File: src/rtl/eth_fcs_pkg.sv
// Shared constants and helpers for the Ethernet FCS (CRC-32) stream tap.
// Reflected CRC-32 as used by IEEE 802.3: init all-ones, final inversion,
// and a good frame (FCS included) leaves the register at the residue.
package eth_fcs_pkg;

    localparam logic [31:0] CRC32_POLY    = 32'h04C11DB7;
    localparam logic [31:0] CRC32_INIT    = 32'hFFFFFFFF;
    localparam logic [31:0] CRC32_RESIDUE = 32'hDEBB20E3;

    // Widest tkeep supported (DATA_WIDTH up to 512 bits).
    localparam int KEEP_MAX = 64;

    typedef enum logic [0:0] {
        FRAME_IDLE = 1'b0,
        FRAME_IN   = 1'b1
    } frame_state_e;

    // Number of contiguous ones starting at the tkeep LSB (0..KEEP_MAX).
    function automatic logic [6:0] keep_to_count(input logic [KEEP_MAX-1:0] keep);
        logic [6:0] n;
        logic       run;
        n   = 7'd0;
        run = 1'b1;
        for (int i = 0; i < KEEP_MAX; i++) begin
            if (run && keep[i]) begin
                n = n + 7'd1;
            end else begin
                run = 1'b0;
            end
        end
        return n;
    endfunction

endpackage

File: src/rtl/axis_eth_fcs_param_lfsr.sv
// Combinational Galois LFSR step over DATA_WIDTH input bits.
// REVERSE=1 runs the register reflected (data LSB first), which is the
// bit order Ethernet uses for its CRC-32.
module lfsr #(
    parameter int                    LFSR_WIDTH = 32,
    parameter logic [LFSR_WIDTH-1:0] LFSR_POLY  = 32'h04C11DB7,
    parameter int                    REVERSE    = 1,
    parameter int                    DATA_WIDTH = 8
) (
    input  logic [DATA_WIDTH-1:0] data,
    input  logic [LFSR_WIDTH-1:0] state_cur,
    output logic [LFSR_WIDTH-1:0] state_next
);

    function automatic logic [LFSR_WIDTH-1:0] reflect(input logic [LFSR_WIDTH-1:0] v);
        logic [LFSR_WIDTH-1:0] r;
        for (int i = 0; i < LFSR_WIDTH; i++) begin
            r[i] = v[LFSR_WIDTH-1-i];
        end
        return r;
    endfunction

    localparam logic [LFSR_WIDTH-1:0] POLY_REV = reflect(LFSR_POLY);
    localparam logic [LFSR_WIDTH-1:0] ZERO     = {LFSR_WIDTH{1'b0}};

    logic [LFSR_WIDTH-1:0] state_s;
    logic                  fb_s;

    // Shift every data bit through the Galois register in one cycle.
    always_comb begin
        state_s = state_cur;
        fb_s    = 1'b0;
        for (int i = 0; i < DATA_WIDTH; i++) begin
            if (REVERSE != 0) begin
                fb_s    = state_s[0] ^ data[i];
                state_s = {1'b0, state_s[LFSR_WIDTH-1:1]} ^ (fb_s ? POLY_REV : ZERO);
            end else begin
                fb_s    = state_s[LFSR_WIDTH-1] ^ data[DATA_WIDTH-1-i];
                state_s = {state_s[LFSR_WIDTH-2:0], 1'b0} ^ (fb_s ? LFSR_POLY : ZERO);
            end
        end
    end

    assign state_next = state_s;

endmodule

File: src/rtl/axis_eth_fcs_param.sv
// AXI4-Stream Ethernet FCS tap: computes CRC-32 per frame, reports it one
// cycle after tlast with keep-error / check status and saturating counters.
// Optional build macro FCS_CHECK_EN: compare the post-FCS CRC register to
// the CRC-32 residue and report the result on output_fcs_ok.
module axis_eth_fcs_param #(
    parameter int DATA_WIDTH = 64,
    parameter int KEEP_WIDTH = DATA_WIDTH / 8,
    parameter int CNT_WIDTH  = 32
) (
    input  logic                  clk,
    input  logic                  rst,
    input  logic [DATA_WIDTH-1:0] s_axis_tdata,
    input  logic [KEEP_WIDTH-1:0] s_axis_tkeep,
    input  logic                  s_axis_tvalid,
    output logic                  s_axis_tready,
    input  logic                  s_axis_tlast,
    input  logic                  s_axis_tuser,
    output logic [31:0]           output_fcs,
    output logic                  output_fcs_valid,
    output logic                  output_fcs_ok,
    output logic                  output_keep_err,
    output logic [CNT_WIDTH-1:0]  frame_count,
    output logic [CNT_WIDTH-1:0]  error_count
);
    import eth_fcs_pkg::*;

    localparam logic [CNT_WIDTH-1:0]  CNT_MAX  = {CNT_WIDTH{1'b1}};
    localparam logic [CNT_WIDTH-1:0]  CNT_ONE  = CNT_WIDTH'(1'b1);
    localparam logic [KEEP_WIDTH-1:0] KEEP_ALL = {KEEP_WIDTH{1'b1}};

    logic [31:0]           crc_state_r;
    logic                  keep_err_r;
    frame_state_e          state_r;
    frame_state_e          state_next_s;
    logic                  frame_start_s;
    logic [31:0]           crc_lane_s [KEEP_WIDTH];
    logic [KEEP_MAX-1:0]   keep_ext_s;
    logic [6:0]            n_s;
    logic [KEEP_WIDTH-1:0] keep_mask_s;
    logic [31:0]           crc_sel_s;
    logic                  beat_keep_err_s;
    logic                  keep_err_acc_s;
    logic                  fcs_ok_s;
    logic                  frame_err_s;

    assign s_axis_tready = 1'b1;

    // One CRC lane per possible byte count; lane i covers bytes 0..i.
    for (genvar i = 0; i < KEEP_WIDTH; i++) begin : g_lane
        lfsr #(
            .LFSR_WIDTH (32),
            .LFSR_POLY  (CRC32_POLY),
            .REVERSE    (1),
            .DATA_WIDTH (8 * (i + 1))
        ) u_lfsr (
            .data       (s_axis_tdata[8*(i+1)-1:0]),
            .state_cur  (crc_state_r),
            .state_next (crc_lane_s[i])
        );
    end

    // Byte count, contiguity mask and lane selection for the current beat.
    always_comb begin
        keep_ext_s                   = {KEEP_MAX{1'b0}};
        keep_ext_s[KEEP_WIDTH-1:0]   = s_axis_tkeep;
        n_s                          = keep_to_count(keep_ext_s);
        keep_mask_s                  = {KEEP_WIDTH{1'b0}};
        crc_sel_s                    = crc_state_r;
        for (int i = 0; i < KEEP_WIDTH; i++) begin
            keep_mask_s[i] = (7'(i) < n_s);
            crc_sel_s      = (n_s == 7'(i + 1)) ? crc_lane_s[i] : crc_sel_s;
        end
        if (s_axis_tlast) begin
            beat_keep_err_s = (n_s == 7'd0) || (s_axis_tkeep != keep_mask_s);
        end else begin
            beat_keep_err_s = (s_axis_tkeep != KEEP_ALL);
        end
    end

    // Frame FSM state register.
    always_ff @(posedge clk) begin
        if (rst) begin
            state_r <= FRAME_IDLE;
        end else begin
            state_r <= state_next_s;
        end
    end

    // Frame FSM next state: tlast always closes the frame.
    always_comb begin
        state_next_s = state_r;
        if (s_axis_tvalid && s_axis_tlast) begin
            state_next_s = FRAME_IDLE;
        end else if (s_axis_tvalid) begin
            state_next_s = FRAME_IN;
        end else begin
            state_next_s = state_r;
        end
    end

    // Frame FSM outputs: a beat in IDLE opens a new frame and drops stale flags.
    always_comb begin
        frame_start_s  = s_axis_tvalid && (state_r == FRAME_IDLE);
        keep_err_acc_s = (frame_start_s ? 1'b0 : keep_err_r) | beat_keep_err_s;
    end

`ifdef FCS_CHECK_EN
    assign fcs_ok_s = (crc_sel_s == CRC32_RESIDUE) & ~s_axis_tuser;
`else
    assign fcs_ok_s = 1'b1;
`endif

    assign frame_err_s = s_axis_tuser | keep_err_acc_s | ~fcs_ok_s;

    // CRC accumulation and per-frame result registers.
    always_ff @(posedge clk) begin
        if (rst) begin
            crc_state_r      <= CRC32_INIT;
            keep_err_r       <= 1'b0;
            output_fcs       <= 32'h0000_0000;
            output_fcs_valid <= 1'b0;
            output_fcs_ok    <= 1'b0;
            output_keep_err  <= 1'b0;
        end else begin
            output_fcs_valid <= 1'b0;
            if (s_axis_tvalid && s_axis_tlast) begin
                crc_state_r      <= CRC32_INIT;
                keep_err_r       <= 1'b0;
                output_fcs       <= ~crc_sel_s;
                output_fcs_valid <= 1'b1;
                output_fcs_ok    <= fcs_ok_s;
                output_keep_err  <= keep_err_acc_s;
            end else if (s_axis_tvalid) begin
                crc_state_r      <= crc_lane_s[KEEP_WIDTH-1];
                keep_err_r       <= keep_err_acc_s;
            end else begin
                crc_state_r      <= crc_state_r;
                keep_err_r       <= keep_err_r;
            end
        end
    end

    // Saturating frame and error statistics, updated with the result pulse.
    always_ff @(posedge clk) begin
        if (rst) begin
            frame_count <= {CNT_WIDTH{1'b0}};
            error_count <= {CNT_WIDTH{1'b0}};
        end else if (s_axis_tvalid && s_axis_tlast) begin
            if (frame_count != CNT_MAX) begin
                frame_count <= frame_count + CNT_ONE;
            end else begin
                frame_count <= frame_count;
            end
            if (frame_err_s && (error_count != CNT_MAX)) begin
                error_count <= error_count + CNT_ONE;
            end else begin
                error_count <= error_count;
            end
        end else begin
            frame_count <= frame_count;
            error_count <= error_count;
        end
    end

endmodule

File: config.mk
export PLATFORM = sky130hd
export DESIGN_NAME = axis_eth_fcs_param
export DESIGN_NICKNAME = d
export VERILOG_FILES = /design/src/rtl/eth_fcs_pkg.sv /design/src/rtl/axis_eth_fcs_param_lfsr.sv /design/src/rtl/axis_eth_fcs_param.sv
export SDC_FILE = /design/constraint.sdc
export NUM_CORES = 1
export LEC_CHECK = 0
export BUFFER_PORTS_ARGS = -buffer_cell sky130_fd_sc_hd__buf_2
export CAP_MARGIN = 15
export CORE_MARGIN = 3
export CORE_UTILIZATION = 32
export DETAILED_ROUTE_END_ITERATION = 10
export HOLD_SLACK_MARGIN = 0.05
export SLEW_MARGIN = 20
export SYNTH_ARGS = -nofsm -noshare
export SYNTH_HDL_FRONTEND = slang
export SYNTH_SLANG_ARGS = --single-unit
File: constraint.sdc
create_clock -name clk -period 9.6 [get_ports clk]
set_input_delay 0.48 -clock clk [delete_from_list [all_inputs] [get_ports clk]]
set_output_delay 0.48 -clock clk [all_outputs]
set_load 0.005 [all_outputs]
==> results of run 1 <==
-- cell usage after synthesis (14+ instances only) --
master	number
nor3_1	15
xor2_1	155
xor3_1	19
and3_1	22
dfxtp_1	133
nor2_1	137
xnor3_2	15
a211oi_1	30
nand2_1	140
mux2i_1	15
o22ai_1	16
o211ai_1	37
o221ai_1	15
nand3_1	36
a21oi_1	92
o21ai_0	121
xnor2_4	14
xnor2_2	22
clkbuf_1	77
xnor2_1	363
xnor3_1	137
-- layout make-up --
class / count / area, um2 / share of cell area, %
multi-input cells: 1545 / 13900 / 72.7
flip-flops and latches: 133 / 2660 / 13.9
repair buffers: 208 / 1120 / 5.87
well taps: 680 / 851 / 4.44
clock buffers: 17 / 425 / 2.22
clock inverters: 15 / 133 / 0.693
inverters: 10 / 37.5 / 0.196
diodes: 1 / 2.50 / 0.0131
-- through the flow --
| stage | utilization [%] | instance area, um2 | setup WS (ns) |
|---|---|---|---|
| global placement | 35.8 | 18600 | 1.02 |
| finish | 36.9 | 19100 | 0.658 |
| global route | 36.9 | 19100 | 0.411 |
| CTS | 36.9 | 19100 | 0.799 |
| detailed placement | 35.8 | 18600 | 0.710 |
| floorplan | - | 17000 | 2.31 |
-- cell families (layout without fill, tap and decap cells) --
group,Yosys count,after routing,synth area share (%)
compound gates,377,377,13.7
fa+ha+maj,6,6,0.442
flops,133,133,15.7
other cells,1,2,0.0221
simple gates,403,403,10.5
xor+xnor,743,743,56.3
mux,15,15,0.884
buf+inv,104,250,2.51
-- worst max-delay path by stage --
stage / cells past startpoint / endpoint / from / slack [ns]
6_report: 18 / output_fcs[20]$_SDFFE_PP0P_ / crc_state_r[7]$_SDFFE_PP1P_ / 0.66
3_3_place_gp: 19 / output_fcs[20]$_SDFFE_PP0P_ / s_axis_tdata[7] / 1.02
2_1_floorplan: 19 / output_fcs[20]$_SDFFE_PP0P_ / s_axis_tdata[3] / 2.31
3_5_place_dp: 19 / output_fcs[20]$_SDFFE_PP0P_ / s_axis_tdata[7] / 0.71
5_1_grt: 18 / output_fcs[20]$_SDFFE_PP0P_ / crc_state_r[7]$_SDFFE_PP1P_ / 0.41
4_1_cts: 18 / output_fcs[20]$_SDFFE_PP0P_ / crc_state_r[7]$_SDFFE_PP1P_ / 0.80
-- state kept, by name (all words and copies together) (netlist names) --
signal / cells
frame_count: 32
output_keep_err: 1
error_count: 32
state_r: 1
output_fcs_ok: 1
output_fcs: 32
output_fcs_valid: 1
keep_err_r: 1
crc_state_r: 32
-- cell usage in the layout (no fill, tap or decap), types with 36 or more instances in the layout --
master	count
xnor2_1	362
buf_2	175
xor2_1	155
nand2_1	140
xnor3_1	137
nor2_1	133
dfxtp_1	133
o21ai_0	121
a21oi_1	92
o211ai_1	37
nand3_1	36
-- layer usage --
layer / GRT usage [%] / routed length (um)
met4: 8.06 / 2840
met5: 0 / 0
met2: 35.4 / 29400
met3: 3.40 / 5240
met1: 31.3 / 27400
-- worst reg2reg max path: stages (launching register included) --
cell and delay (ns):
dfxtp_1 0.47, xor2_1 0.54, xnor3_1 0.63, xnor2_1 0.67, xnor3_1 0.73, xnor2_2 0.50, xor3_2 0.44, xnor3_1 0.69
xnor3_1 0.47, xnor3_1 0.47, xor2_1 0.26, xnor3_1 0.69, xor2_1 0.29, xnor2_2 0.40, xor2_1 0.44, xnor3_1 0.54
xnor2_1 0.17, a221oi_1 0.36, nor2_1 0.08
==> metrics.cfg, run 1 <==
[outcome]
outcome=finished clean

[setup_path]
crit_buf_inv=0
max_stage_delay_ns=0.72
timing.rr.start=crc_state_r[7]$_SDFFE_PP1P_
path_cells=xor2_1, xnor3_1, xnor2_1, xnor3_1, xnor2_2, xor3_2, xnor3_1, xnor3_1, xnor3_1, xor2_1, xnor3_1, xor2_1, xnor2_2, xor2_1, xnor3_1, xnor2_1, a221oi_1, nor2_1
critPathSlowestCell=xnor3_1
reg2reg_depth=18
cp_max_fo=10
worstSetupEndpointType=register
cp_common_cell=xnor3_1
critical_path_required_ns=9.91
critPathKind=register to register
reg2reg_to=output_fcs[20]$_SDFFE_PP0P_
r2r_setup_slack_ns=0.66
arrival_ns=9.25
setup.worst_path.start_class=register
crit_family=XOR/XNOR gates

[route]
drc=0
routedWlPerCell_um=24.9
drt_iter0_drc=1792
first_pass_iters=7
ant_nets=0
vias=14283
wl_um=64900
vias_per_cell=5.47

[placed_design]
place.gp.congestion=1.02
dp.cells=2576
io_buffers=175
hpwlAfterDp_um=52300

[yosys]
synth_enable_flop_cells=0
ys_types=64
ys_ff_latch=133
async_flop_share_pct=0
ys_warn_count=0
synth.area.top_cells=xnor2_1, xnor3_1, dfxtp_1, xor2_1, o21ai_0
synth_area_leader_cell=xnor2_1
syn_nets=1865
synth_flop_cell=dfxtp_1
syn_area_um2=17000
yosysSeqAreaShare_pct=15.7
synth_cells=1782
avgSynthCellArea_um2=9.53
yosysTopAreaCellShare_pct=18.7

[floorplanning]
die_area_um2=55900
die_h_um=236
io_pins=177
fp-row-count=83
die_x_um=236
floorplan.initialDensity_pct=32.7
fp.coreArea_um2=51900

[worst_hold_path]
hp-start=s_axis_tlast
hp-class=input pin to register
min_path_cells=3
min_to=keep_err_r$_SDFFE_PP0P_

[cts]
cts_hold_buf=0
cts.sinks=133
h-tree-depth=4
cts_tree=built
insertion_delay_ns=0.42
clkTransAtPathRegs_ns=0.06
cts_resized=0
cts_buffers=17
clockRootBuffer=clkbuf_16
cts.path.max_buffers=2
post_cts_buffers=0

[final_layout]
stdcell_count=2609
fill_cells=5225
drive_gt1_share_pct=16.8
syn2layout_area_growth_pct=12.8
final_nets=1998

[timing]
whs_ns=0.441
tns_ns=0
fin_skew_ns=0.00732
fmax_mhz=112
post-route-min-period_ns=8.94
slew_violations=0
fin_crit_sh_pct=93.1
rsz0062_at_grt=false
setup_viol=0
worstMarginPinSlew_ns=1.02
hold_viol_final=0
relSlewSlack_pct=32.1

[global_route]
grt_pass1_wl_um=94800
track_usage_pct=22.5
grt-ovfl-total=0
grt_antenna_before_repair=1
grt_pass1_vias=13918
grt_max_degree=56

[job]
maxCapViolCount=0

Power of run 1 is not shown: default switching activity piles up to over one toggle a cycle in this logic, so the estimate is an artifact.
==> run 2: changes to the inputs <==
Settings changed: CORE_MARGIN 3 to 2.
==> run 2 against run 1 <==
Effect of this change:
- utilization is 0.40 points lower
- hold slack better by 0.0062 ns
- clock skew is 0.0065 ns higher
- critical path depth stayed put
==> metrics.cfg, run 2 (same netlist as run 1, synthesis figures left out) <==
[route]
drt_iter0_drc=1673
vias=14253
vias_per_cell=5.46
drc=0
first_pass_iters=6
routedWlPerCell_um=24.6
ant_nets=0
wl_um=64200

[timing]
rsz0062_at_grt=false
setup_ws_ns=0.315
whs_ns=0.447
post-route-min-period_ns=9.29
fin_crit_sh_pct=96.7
setup_viol=0
worstMarginPinSlew_ns=1.06
slew_violations=0
fin_skew_ns=0.0138
hold_viol_final=0
fmax_mhz=108
relSlewSlack_pct=29.6
tns_ns=0

[global_route]
grt-ovfl-total=0
grt_pass1_vias=13758
grt_antenna_before_repair=2
grt_max_degree=54
grt_pass1_wl_um=93300
track_usage_pct=23.1

[cts]
cts_buffers=17
clkTransAtPathRegs_ns=0.06
insertion_delay_ns=0.42
post_cts_buffers=0
cts.path.max_buffers=2
clockRootBuffer=clkbuf_16
cts_tree=built
cts.sinks=133
h-tree-depth=4

[placed_design]
place.gp.congestion=0.975
io_buffers=175
place_ws_ns=0.0813
hpwlAfterDp_um=51400

[setup_path]
critical_path_required_ns=9.95
critPathSlowestCell=xnor3_1
worstSetupEndpointType=register
crit_family=XOR/XNOR gates
cp_max_fo=10
max_stage_delay_ns=0.80
setup.worst_path.start_class=register
critPathKind=register to register
cp_common_cell=xnor3_1
arrival_ns=9.63
path_cells=xor2_2, xnor3_1, xnor2_1, xnor3_1, xnor2_2, xor3_2, xnor3_1, xnor3_1, xnor3_1, xor2_1, xnor3_1, xnor3_1, xnor3_2, xnor3_1, xnor2_2, xnor2_1, o21ai_0, a21oi_1
crit_buf_inv=0

[floorplanning]
floorplan.initialDensity_pct=32.3
fp.coreArea_um2=52600
die_h_um=234
die_x_um=234
die_area_um2=54900
fp-row-count=84
io_pins=177

[final_layout]
final_cell_mix=xnor2_1, buf_2, xor2_1
fin_util_pct=36.5
layout_commonest_cell=xnor2_1
final_nets=1991
drive_gt1_share_pct=16.6
syn2layout_area_growth_pct=12.9

[job]
maxCapViolCount=0

[outcome]
outcome=finished clean

[worst_hold_path]
hp-class=register to register

## run 2: changes by cell type in the layout (fill, tap and decap cells not counted), moves of 2 or more
cell / delta
xor2_1: -2
xor2_2: +2
inv_6: -2
clkbuf_8: +3
buf_4: -7
## run 2: timing repair
action | 4_1_cts | 5_1_grt
gates resized for setup | 0 | 3
setup endpoints to repair | 0 | 1
hold endpoints to repair | 0 | 0
hold buffers | 0 | 0
## run 2: area by class of cell
class	instances	area (um2)
fill	5352	33400
multi-input combinational	1545	13900
sequential	133	2660
timing repair buffer	201	1070
tap	688	861
clock buffer	20	467
clock inverter	12	129
inverter	10	37.5
antenna	1	2.50
## run 2: per-layer routing
layer  GRT usage (%)  vias to the layer above  wire length (um)
met4            8.86                        2              2840
li1                -                     6441                 -
met1            31.1                     6889             26500
met2            35.9                      767             28800
met5               0                        -                13
met3            5.16                      154              6080
## run 2: tightest hold or removal path, delay by kind of cell (launching register included)
kind	cells	cell delay [ns]
compound gates	1	0.05
flops	1	0.30
simple gates	1	0.05
## run 2: path summary, 6_finish.rpt
kind / start / to / slack [ns] / cells after the start
worst max-delay path: crc_state_r[1]$_SDFFE_PP1P_ / output_fcs[19]$_SDFFE_PP0P_ / 0.31 / 18
worst min-delay path: output_fcs[17]$_SDFFE_PP0P_ / output_fcs[17]$_SDFFE_PP0P_ / 0.45 / 2
worst max register to register: crc_state_r[1]$_SDFFE_PP1P_ / output_fcs[19]$_SDFFE_PP0P_ / 0.31 / 18
worst min register to register: output_fcs[17]$_SDFFE_PP0P_ / output_fcs[17]$_SDFFE_PP0P_ / 0.45 / 2
## run 2: per-stage QoR
stage	std cells	instance area [um2]
after floorplan	1782	17000
after global placement	2577	18500
after detailed placement	2577	18500
after CTS	2609	19100
after global routing	2609	19200
final	2610	19200
Power of run 2 is left out for the same reason.
